`src/rtl/fifo_arb_pkg.sv`:
```
// rtl/fifo_arb_pkg.sv - shared widths, entry layout and state enum for the FIFO write arbiter
package fifo_arb_pkg;

  localparam int DATA_W  = 16;
  localparam int SRC_W   = 2;
  localparam int SEQ_W   = 2;
  localparam int N_REQ   = 2 ** SRC_W;
  localparam int ENTRY_W = SRC_W + SEQ_W + DATA_W;

  // Entry field offsets: {src, seq, data}
  localparam int DATA_LSB = 0;
  localparam int SEQ_LSB  = DATA_W;
  localparam int SRC_LSB  = DATA_W + SEQ_W;

  // Hold-stage condition, derived from hold_valid and fifo_full
  typedef enum logic [1:0] {
    EMPTY   = 2'd0,
    LOADED  = 2'd1,
    STALLED = 2'd2
  } hold_state_e;

  function automatic logic [ENTRY_W-1:0] pack_entry(input logic [SRC_W-1:0]  src,
                                                    input logic [SEQ_W-1:0]  seq,
                                                    input logic [DATA_W-1:0] data);
    return {src, seq, data};
  endfunction

endpackage

```
`src/rtl/fifo_write_arbiter_rr_pick.sv`:
```
// rtl/fifo_write_arbiter_rr_pick.sv - combinational 4-way round-robin picker
module rr_pick
  import fifo_arb_pkg::*;
(
  input  logic [N_REQ-1:0] req_i,
  input  logic [SRC_W-1:0] last_i,
  output logic [N_REQ-1:0] gnt_o,
  output logic [SRC_W-1:0] id_o,
  output logic             valid_o
);

  logic [SRC_W-1:0] idx;

  // Scan from last+1 upward with natural modulo wrap; first set request wins,
  // and the previous winner is visited last.
  always_comb begin
    gnt_o   = '0;
    id_o    = '0;
    valid_o = 1'b0;
    idx     = '0;
    for (int i = 1; i <= N_REQ; i++) begin
      idx = last_i + SRC_W'(i);
      if (!valid_o && req_i[idx]) begin
        gnt_o[idx] = 1'b1;
        id_o       = idx;
        valid_o    = 1'b1;
      end
    end
  end

endmodule

```
`src/rtl/fifo_write_arbiter.sv`:
```
// rtl/fifo_write_arbiter.sv - round-robin write arbiter for a shared FIFO port; FIFO_ARB_PRIORITY_EN gives requester 0 strict priority
module fifo_write_arbiter
  import fifo_arb_pkg::*;
(
  input  logic                    clk,
  input  logic                    rst_n,
  input  logic [N_REQ-1:0]        req_valid,
  input  logic [N_REQ*DATA_W-1:0] req_data,
  output logic [N_REQ-1:0]        req_ready,
  input  logic                    fifo_full,
  input  logic                    fifo_err,
  output logic                    fifo_write,
  output logic [ENTRY_W-1:0]      fifo_in,
  output logic [SRC_W-1:0]        grant_src,
  output logic                    err_sticky,
  input  logic                    err_clr,
  output logic [7:0]              stall_cnt
);

  logic                hold_valid_q, hold_valid_d;
  logic [ENTRY_W-1:0]  entry_q, entry_d;
  logic [SEQ_W-1:0]    seq_q [N_REQ];
  logic [SEQ_W-1:0]    seq_d [N_REQ];
  logic [SRC_W-1:0]    last_grant_q, last_grant_d;
  logic [SRC_W-1:0]    grant_src_q, grant_src_d;
  logic                err_sticky_q, err_sticky_d;
  logic [7:0]          stall_cnt_q, stall_cnt_d;

  logic                load;
  hold_state_e         state;

  logic [N_REQ-1:0]    pick_req, pick_gnt;
  logic [SRC_W-1:0]    pick_id;
  logic                pick_any;

  logic [N_REQ-1:0]    win_gnt;
  logic [SRC_W-1:0]    win_id;
  logic                win_any;
  logic                win_moves_ptr;
  logic [DATA_W-1:0]   win_data;

  assign fifo_write = hold_valid_q & ~fifo_full;
  assign load       = ~hold_valid_q | fifo_write;

  assign fifo_in    = entry_q;
  assign grant_src  = grant_src_q;
  assign err_sticky = err_sticky_q;
  assign stall_cnt  = stall_cnt_q;

`ifdef FIFO_ARB_PRIORITY_EN
  // Keypad is removed from the rotation; the pointer only tracks requesters 1-3.
  assign pick_req = {req_valid[N_REQ-1:1], 1'b0};
`else
  assign pick_req = req_valid;
`endif

  rr_pick u_rr_pick (
    .req_i   (pick_req),
    .last_i  (last_grant_q),
    .gnt_o   (pick_gnt),
    .id_o    (pick_id),
    .valid_o (pick_any)
  );

  // Select the winner; under priority mode requester 0 pre-empts the rotation.
  always_comb begin
    win_gnt       = pick_gnt;
    win_id        = pick_id;
    win_any       = pick_any;
    win_moves_ptr = pick_any;
`ifdef FIFO_ARB_PRIORITY_EN
    if (req_valid[0]) begin
      win_gnt       = {{(N_REQ-1){1'b0}}, 1'b1};
      win_id        = '0;
      win_any       = 1'b1;
      win_moves_ptr = 1'b0;
    end
`endif
  end

  assign win_data = req_data[win_id*DATA_W +: DATA_W];

  // Hold-stage condition, used to qualify the stall counter.
  always_comb begin
    state = EMPTY;
    if (hold_valid_q) state = fifo_full ? STALLED : LOADED;
  end

  // Accept path: when the stage can take a new entry, grant one requester and pack its entry.
  always_comb begin
    hold_valid_d = hold_valid_q;
    entry_d      = entry_q;
    seq_d        = seq_q;
    last_grant_d = last_grant_q;
    grant_src_d  = grant_src_q;
    req_ready    = '0;
    if (load) begin
      if (win_any) begin
        req_ready       = win_gnt;
        hold_valid_d    = 1'b1;
        entry_d         = pack_entry(win_id, seq_q[win_id], win_data);
        seq_d[win_id]   = seq_q[win_id] + 1'b1;
        grant_src_d     = win_id;
        if (win_moves_ptr) last_grant_d = win_id;
      end else begin
        hold_valid_d = 1'b0;
      end
    end
  end

  // Debug status: sticky error (set dominates clear) and saturating stall count.
  always_comb begin
    err_sticky_d = err_sticky_q;
    if (fifo_err)     err_sticky_d = 1'b1;
    else if (err_clr) err_sticky_d = 1'b0;

    stall_cnt_d = stall_cnt_q;
    if (err_clr)                                       stall_cnt_d = '0;
    else if (state == STALLED && stall_cnt_q != 8'hFF) stall_cnt_d = stall_cnt_q + 8'd1;
  end

  // State registers; reset discards any held entry and makes requester 0 win first.
  always_ff @(posedge clk or negedge rst_n) begin
    if (!rst_n) begin
      hold_valid_q <= 1'b0;
      entry_q      <= '0;
      for (int i = 0; i < N_REQ; i++) seq_q[i] <= '0;
      last_grant_q <= SRC_W'(N_REQ - 1);
      grant_src_q  <= '0;
      err_sticky_q <= 1'b0;
      stall_cnt_q  <= '0;
    end else begin
      hold_valid_q <= hold_valid_d;
      entry_q      <= entry_d;
      seq_q        <= seq_d;
      last_grant_q <= last_grant_d;
      grant_src_q  <= grant_src_d;
      err_sticky_q <= err_sticky_d;
      stall_cnt_q  <= stall_cnt_d;
    end
  end

endmodule

```
`config.mk`:
```
export PLATFORM = sky130hd
export DESIGN_NAME = fifo_write_arbiter
export DESIGN_NICKNAME = d
export VERILOG_FILES = /design/src/rtl/fifo_arb_pkg.sv /design/src/rtl/fifo_write_arbiter_rr_pick.sv /design/src/rtl/fifo_write_arbiter.sv
export SDC_FILE = /design/constraint.sdc
export NUM_CORES = 1
export LEC_CHECK = 0
export CAP_MARGIN = 5
export CORE_ASPECT_RATIO = 2
export CORE_MARGIN = 2
export CORE_UTILIZATION = 49
export DETAILED_ROUTE_END_ITERATION = 8
export PLACE_DENSITY = 0.88
export SYNTH_ARGS = -nofsm -noshare
export SYNTH_HDL_FRONTEND = slang
export SYNTH_SLANG_ARGS = --single-unit
```
`constraint.sdc`:
```
create_clock -name clk -period 11.1 [get_ports clk]
set_input_delay 2.22 -clock clk [delete_from_list [all_inputs] [get_ports clk]]
set_output_delay 2.22 -clock clk [all_outputs]
set_load 0.02 [all_outputs]
```
==> metrics.md, run 1 <==
| Metric | Value |
|---|---|
| Initial antenna violation count | `0` |
| Iteration-0 DRC Markers | `115` |
| Sequential area share after synthesis | `0.330` |
| Via-to-Cell Ratio | `5.88` |
| Share of layout cells above drive strength 1 | `0.147` |
| First-pass GRT wire length | `13.4 mm` |
| P_sw | `0.668 mW` |
| Commonest non-fill, non-tap cell in the layout | `clkdlybuf4s50_1` |
| Buf/Inv on CP | `2` |
| Slowest-stage cell, CP | `nand2b_2` |
| Drt first pass iters | `4` |
| Vias | `2694` |
| Clock latency on the worst-skew pair | `280 ps` |
| Number of synthesized flops with an enable pin | `0` |
| Combinational fraction of design power | `0.696` |
| Max Cap Viol | `0` |
| Congestion Overflow GR | `0` |
| Min Tclk post-route | `7670 ps` |
| Least-Margin Pin Slew | `1020 ps` |
| # hold bufs at CTS | `0` |
| Clock Path Buffers | `2` |
| Worst EP required | `8880 ps` |
| Die X | `59.7 µm` |
| CP max stage delay | `780 ps` |
| Setup WS pre-CTS | `3450 ps` |
| CTS tree | `built` |
| Sink Count | `40` |
| Yosys warns | `0` |
| Switching share of total power | `0.455` |
| Placer Congestion | `0.877` |
| Critical-path maximum fanout | `43` |
| Most frequent cell on the critical path | `clkdlybuf4s50_1` |
| Global Route Usage Sum | `0.255` |
| Setup TNS Final | `0 ps` |
| Die ar. | `6890 µm²` |
| P_int | `0.798 mW` |
| Post-route ant nets | `0` |
| Area after DPL | `4030 µm²` |
| Max IR drop VDD | `0.000197 V` |
| IO Pins | `109` |
| # DRC | `0` |
| Vias in the first global route | `2767` |
| Leak Pwr | `1.78 nW` |
| Ant. Diodes | `0` |
| Status | `completed` |
| Routed Wire Length | `8.21 mm` |
| Synth-to-Final Area Change | `38.0%` |
| CP Launch Type | `primary input` |
| Yosys reg bits | `40` |
| Routed wire per std cell | `17.9 µm` |
| Setup Buffers After CTS | `0` |
| Hold WC Path Type | `reg2reg` |
| Endpoints failing hold | `0` |
| Final critical-path setup slack | `3430 ps` |
| Top FF cell, synth | `dfrtp_1` |
| Final period util | `0.691` |
| Commonest non-fill, non-tap cells in the layout | `clkdlybuf4s50_1, dfrtp_1, mux2i_1` |
| Post-layout utilization of the core | `0.699` |
| Nets | `476` |
| Final Skew | `3.84 ps` |
| Highest Clock Rate | `0.130 GHz` |
| Nature of the critical path endpoint | `output pin` |
| Core Box Area | `6010 µm²` |
| Flop pwr share | `0.191` |
| PD cells | `349 nW/µm²` |
| Synthesized instance count | `299` |
| Final Setup Violations | `0` |
| H-tree lvl count | `2` |
| Die H | `115 µm` |
| Final instance area | `4200 µm²` |
| Post-cts resize count | `0` |
| CP Data Arrival Time | `5450 ps` |
| Rows | `40` |
| Max Slew Vio Count | `0` |
| CP Cell Sequence | `clkdlybuf4s50_1, mux4_2, nor4_1, nand2b_2, nor2_1, clkdlybuf4s50_1` |
| Clock transition at path regs | `60 ps` |
| Family with the most delay on the worst path | `simple AND/OR/NAND/NOR gates` |
| Proportion of power drawn by the clock network | `0.113` |
| Num CTS Buffers | `5` |
| Synth cell types | `53` |
| Headroom to the max-slew limit | `0.317` |
| Initial Util | `0.506` |
| Ys async rst share | `1.00` |
| RSZ-0062 raised after global routing | `no` |
| Syn Area/Cell | `10.2 µm²` |
| WS Path Type | `in2out` |
| Syn nets | `381` |
| Root Driver | `clkbuf_16` |
| Cell area after synthesis | `3040 µm²` |
| Final HPWL DP | `6.42 mm` |
| Largest net degree at the start of global routing | `44` |
| Number of port buffers | `108` |
-- tightest hold or removal path, cell delays in order, from the launching register on --
cell	delay (ps)
dfrtp_1	350
nand2_1	60
o21ai_2	50
-- cell usage after synthesis, types with 2 or more instances --
library cell / count / area (µm²)
inv_1: 5 / 18.8
or3_1: 2 / 12.5
a31oi_1: 6 / 37.5
nand2b_1: 4 / 25.0
nand4_1: 3 / 18.8
a211o_1: 2 / 17.5
clkbuf_1: 8 / 30.0
o221ai_1: 2 / 17.5
a22o_1: 5 / 43.8
mux2i_1: 35 / 350
a221oi_1: 4 / 35.0
nor3_1: 3 / 15.0
nand3b_1: 2 / 15.0
nand2_1: 33 / 124
xor2_1: 9 / 78.8
o21ai_0: 7 / 35.0
nor2_1: 23 / 86.3
mux4_2: 4 / 90.1
nor2b_1: 2 / 12.5
o21ai_2: 8 / 70.1
ha_1: 9 / 113
a21oi_1: 8 / 40.0
a22oi_1: 8 / 60.1
buf_4: 2 / 15.0
dfstp_2: 2 / 52.6
buf_6: 6 / 67.6
mux2_2: 25 / 282
o21ai_1: 9 / 45.0
buf_12: 2 / 40.0
dfrtp_1: 38 / 951
-- flip-flops by register name, indices dropped and copies added, names as in the netlist --
signal        cells
stall_cnt         8
last_grant_q      2
fifo_in          20
err_sticky        1
hold_valid_q      1
seq_q             8
-- logic make-up (layout without fill, tap and decap cells) --
group | count (synthesis) | in the layout | share of synthesized area
buffers and inverters | 26 | 122 | 0.0642
AOI/OAI and AO/OA | 69 | 69 | 0.169
DFF | 40 | 40 | 0.330
muxes | 64 | 64 | 0.237
adders and majority gates | 9 | 9 | 0.0370
xor gates and xnor gates | 10 | 10 | 0.0288
and+or+nand+nor | 81 | 81 | 0.133
-- area by class of cell --
cell class / count / area, µm²
clock inverters: 3 / 46.3
repair buffers: 108 / 1080
multi-input cells: 233 / 1850
flip-flops and latches: 40 / 1000
clock buffers: 5 / 125
well taps: 63 / 78.8
inverters: 6 / 22.5
fillers: 477 / 1810
-- metal layers --
metal	part of all wire	vias to the layer above	wire, µm	track usage
met4	0.039	0	317	0.124
met5	0	-	0	0
met2	0.59	97	4800	0.468
met1	0.34	1293	2800	0.268
met3	0.035	24	289	0.0391
li1	-	1280	-	-
-- worst paths after layout --
check                                start      endpoint  slack [ps]  cells after the start
setup / recovery              req_valid[2]  req_ready[0]        3430                      6
hold / removal                 fifo_in[15]   fifo_in[15]         490                      2
setup reg to reg           last_grant_q[0]      seq_q[3]        6580                      7
hold reg to reg                fifo_in[15]   fifo_in[15]         490                      2
max in group asynchronous            rst_n    fifo_in[9]        8500                      1
min in group asynchronous            rst_n    err_sticky        2050                      1
-- power groups by stage --
stage | Clock, mW | Sequential [mW] | Combinational, mW
4_1_cts | 0.168 | 0.278 | 1.03
3_3_place_gp | 0 | 0.275 | 0.991
6_report | 0.166 | 0.280 | 1.02
2_1_floorplan | 0 | 0.300 | 0.814
5_1_grt | 0.176 | 0.286 | 1.10
3_5_place_dp | 0 | 0.279 | 1.02
-- through the flow --
stage	hold WS (ps)	power (mW)	cells
floorplan	477	1.11	299
global placement	462	1.27	450
detailed placement	471	1.30	450
CTS	486	1.47	458
global route	509	1.56	458
finish	486	1.47	458
(Power assumes the default switching activity.)
==> run 2: changes to the inputs <==
- CORE_UTILIZATION: 49 -> 41
- PLACE_DENSITY: 0.88 -> 0.79
- clock period: 11.1 -> 6.9 ns (I/O delays scaled with it)
==> metrics.md, run 2 (synthesized netlist as in run 1, its figures left out) <==
| Metric | Value |
|---|---|
| P_int | `1.31 mW` |
| Fillers | `632` |
| Largest net degree at the start of global routing | `41` |
| Clock transition at path regs | `60 ps` |
| Headroom to the max-slew limit | `0.302` |
| Post-cts resize count | `0` |
| CP Launch Type | `register` |
| Highest Clock Rate | `0.175 GHz` |
| Commonest non-fill, non-tap cell in the layout | `clkdlybuf4s50_1` |
| Final HPWL DP | `6.53 mm` |
| Clock latency on the worst-skew pair | `290 ps` |
| DP Cell Count | `480` |
| First-pass GRT wire length | `13.8 mm` |
| Hold WC Path Type | `reg2reg` |
| Status | `completed` |
| CP max stage delay | `830 ps` |
| Final Skew | `3.84 ps` |
| Setup Buffers After CTS | `0` |
| PD cells | `559 nW/µm²` |
| Nature of the critical path endpoint | `output pin` |
| Synth-to-Final Area Change | `39.8%` |
| # DRC | `0` |
| Final period util | `0.828` |
| Max IR drop VDD | `0.000296 V` |
| Initial antenna violation count | `0` |
| Share of layout cells above drive strength 1 | `0.149` |
| Congestion Overflow GR | `0` |
| Post-route ant nets | `0` |
| Die H | `126 µm` |
| IO Pins | `109` |
| # hold bufs at CTS | `0` |
| CTS tree | `built` |
| Setup TNS Final | `0 ps` |
| Sink Count | `40` |
| Placer Congestion | `0.870` |
| Slowest-stage cell, CP | `dfstp_2` |
| Initial Util | `0.422` |
| Proportion of power drawn by the clock network | `0.118` |
| Combinational fraction of design power | `0.695` |
| Leak Pwr | `1.79 nW` |
| Die X | `64.9 µm` |
| Num CTS Buffers | `5` |
| Crit path from | `last_grant_q[0]` |
| Rows | `44` |
| Drt first pass iters | `4` |
| Vias in the first global route | `2822` |
| Number of port buffers | `108` |
| Flop pwr share | `0.187` |
| Min Tclk post-route | `5710 ps` |
| Ant. Diodes | `0` |
| Register area | `1000 µm²` |
| RSZ-0062 raised after global routing | `no` |
| Max Cap Viol | `0` |
| Final Setup Violations | `0` |
| Family with the most delay on the worst path | `simple AND/OR/NAND/NOR gates` |
| Critical-path maximum fanout | `22` |
| P_sw | `1.07 mW` |
| Routed wire per std cell | `17.4 µm` |
| Core Box Area | `7210 µm²` |
| Routed Wire Length | `8.48 mm` |
| Nets | `477` |
| Area of the multi-input gates | `1850 µm²` |
| CP Data Arrival Time | `4330 ps` |
| HP Start | `fifo_in[11]` |
| Buf/Inv on CP | `2` |
| Root Driver | `clkbuf_16` |
| Commonest non-fill, non-tap cells in the layout | `clkdlybuf4s50_1, dfrtp_1, mux2i_1` |
| Via-to-Cell Ratio | `5.51` |
| Endpoints failing hold | `0` |
| Global Route Usage Sum | `0.217` |
| H-tree lvl count | `2` |
| Max Slew Vio Count | `0` |
| Largest register FFs | `20` |
| Least-Margin Pin Slew | `1050 ps` |
| Non-Filler Instances | `488` |
| CP Cell Sequence | `inv_1, ha_1, mux4_2, nor4_1, nand2b_2, nor2_1, clkdlybuf4s50_1` |
| Worst EP required | `5520 ps` |
| Die ar. | `8170 µm²` |
| WS Path Type | `reg2out` |
| Vias | `2691` |
| RR Startpoint | `last_grant_q[0]` |
| Switching share of total power | `0.451` |
| Clock Path Buffers | `2` |
| Iteration-0 DRC Markers | `133` |
-- run 2: cell types whose count changed in the layout (fill, tap and decap cells not counted) --
cell / before / now
buf_4: 0 / 1
inv_6: 1 / 0
clkinvlp_4: 1 / 0
clkbuf_8: 0 / 2
-- run 2: worst min-delay path: stages (launching register included) --
cell	delay (ps)
dfrtp_1	340
nand2_1	60
o21ai_2	50
-- run 2: final cells by class --
| cell class | count | area share |
|---|---|---|
| Clock inverter | 1 | 0.00706 |
| Clock buffer | 7 | 0.0359 |
| Inverter | 6 | 0.00530 |
| Timing Repair Buffer | 109 | 0.255 |
| Tap cell | 92 | 0.0271 |
| Sequential cell | 40 | 0.236 |
| Multi-Input combinational cell | 233 | 0.434 |
-- run 2: layer usage --
| layer | vias up | GRT usage | share of wire | wire length, µm |
|---|---|---|---|---|
| li1 | 1283 | - | - | - |
| met1 | 1295 | 0.215 | 0.34 | 2860 |
| met2 | 90 | 0.417 | 0.59 | 4970 |
| met3 | 23 | 0.0357 | 0.042 | 355 |
| met4 | 0 | 0.108 | 0.035 | 301 |
| met5 | - | 0 | 0 | 0 |
-- run 2: final timing paths --
path,end,slack (ps),cells after the start
hold reg to reg,fifo_in[11],480,2
min in group asynchronous,err_sticky,1220,1
setup / recovery,req_ready[0],1190,7
max in group asynchronous,fifo_in[12],5100,1
setup reg to reg,seq_q[3],2370,7
hold / removal,fifo_in[11],480,2
-- run 2: power groups by stage --
stage / combinational (mW) / clock, mW / sequential (mW)
after floorplan: 1.31 / 0 / 0.482
after global placement: 1.62 / 0 / 0.442
after detailed placement: 1.64 / 0 / 0.445
after CTS: 1.66 / 0.288 / 0.443
after global routing: 1.77 / 0.298 / 0.461
final: 1.65 / 0.281 / 0.444
-- run 2: per-stage QoR --
stage	worst slack, ps	hold slack, ps	instance area [µm²]	power (mW)	util
after floorplan	2430	477	3040	1.79	-
after global placement	1480	461	4070	2.07	0.564
after detailed placement	1350	470	4070	2.09	0.564
after CTS	1190	483	4250	2.39	0.590
after global routing	892	509	4250	2.53	0.590
final	1190	480	4250	2.38	0.590
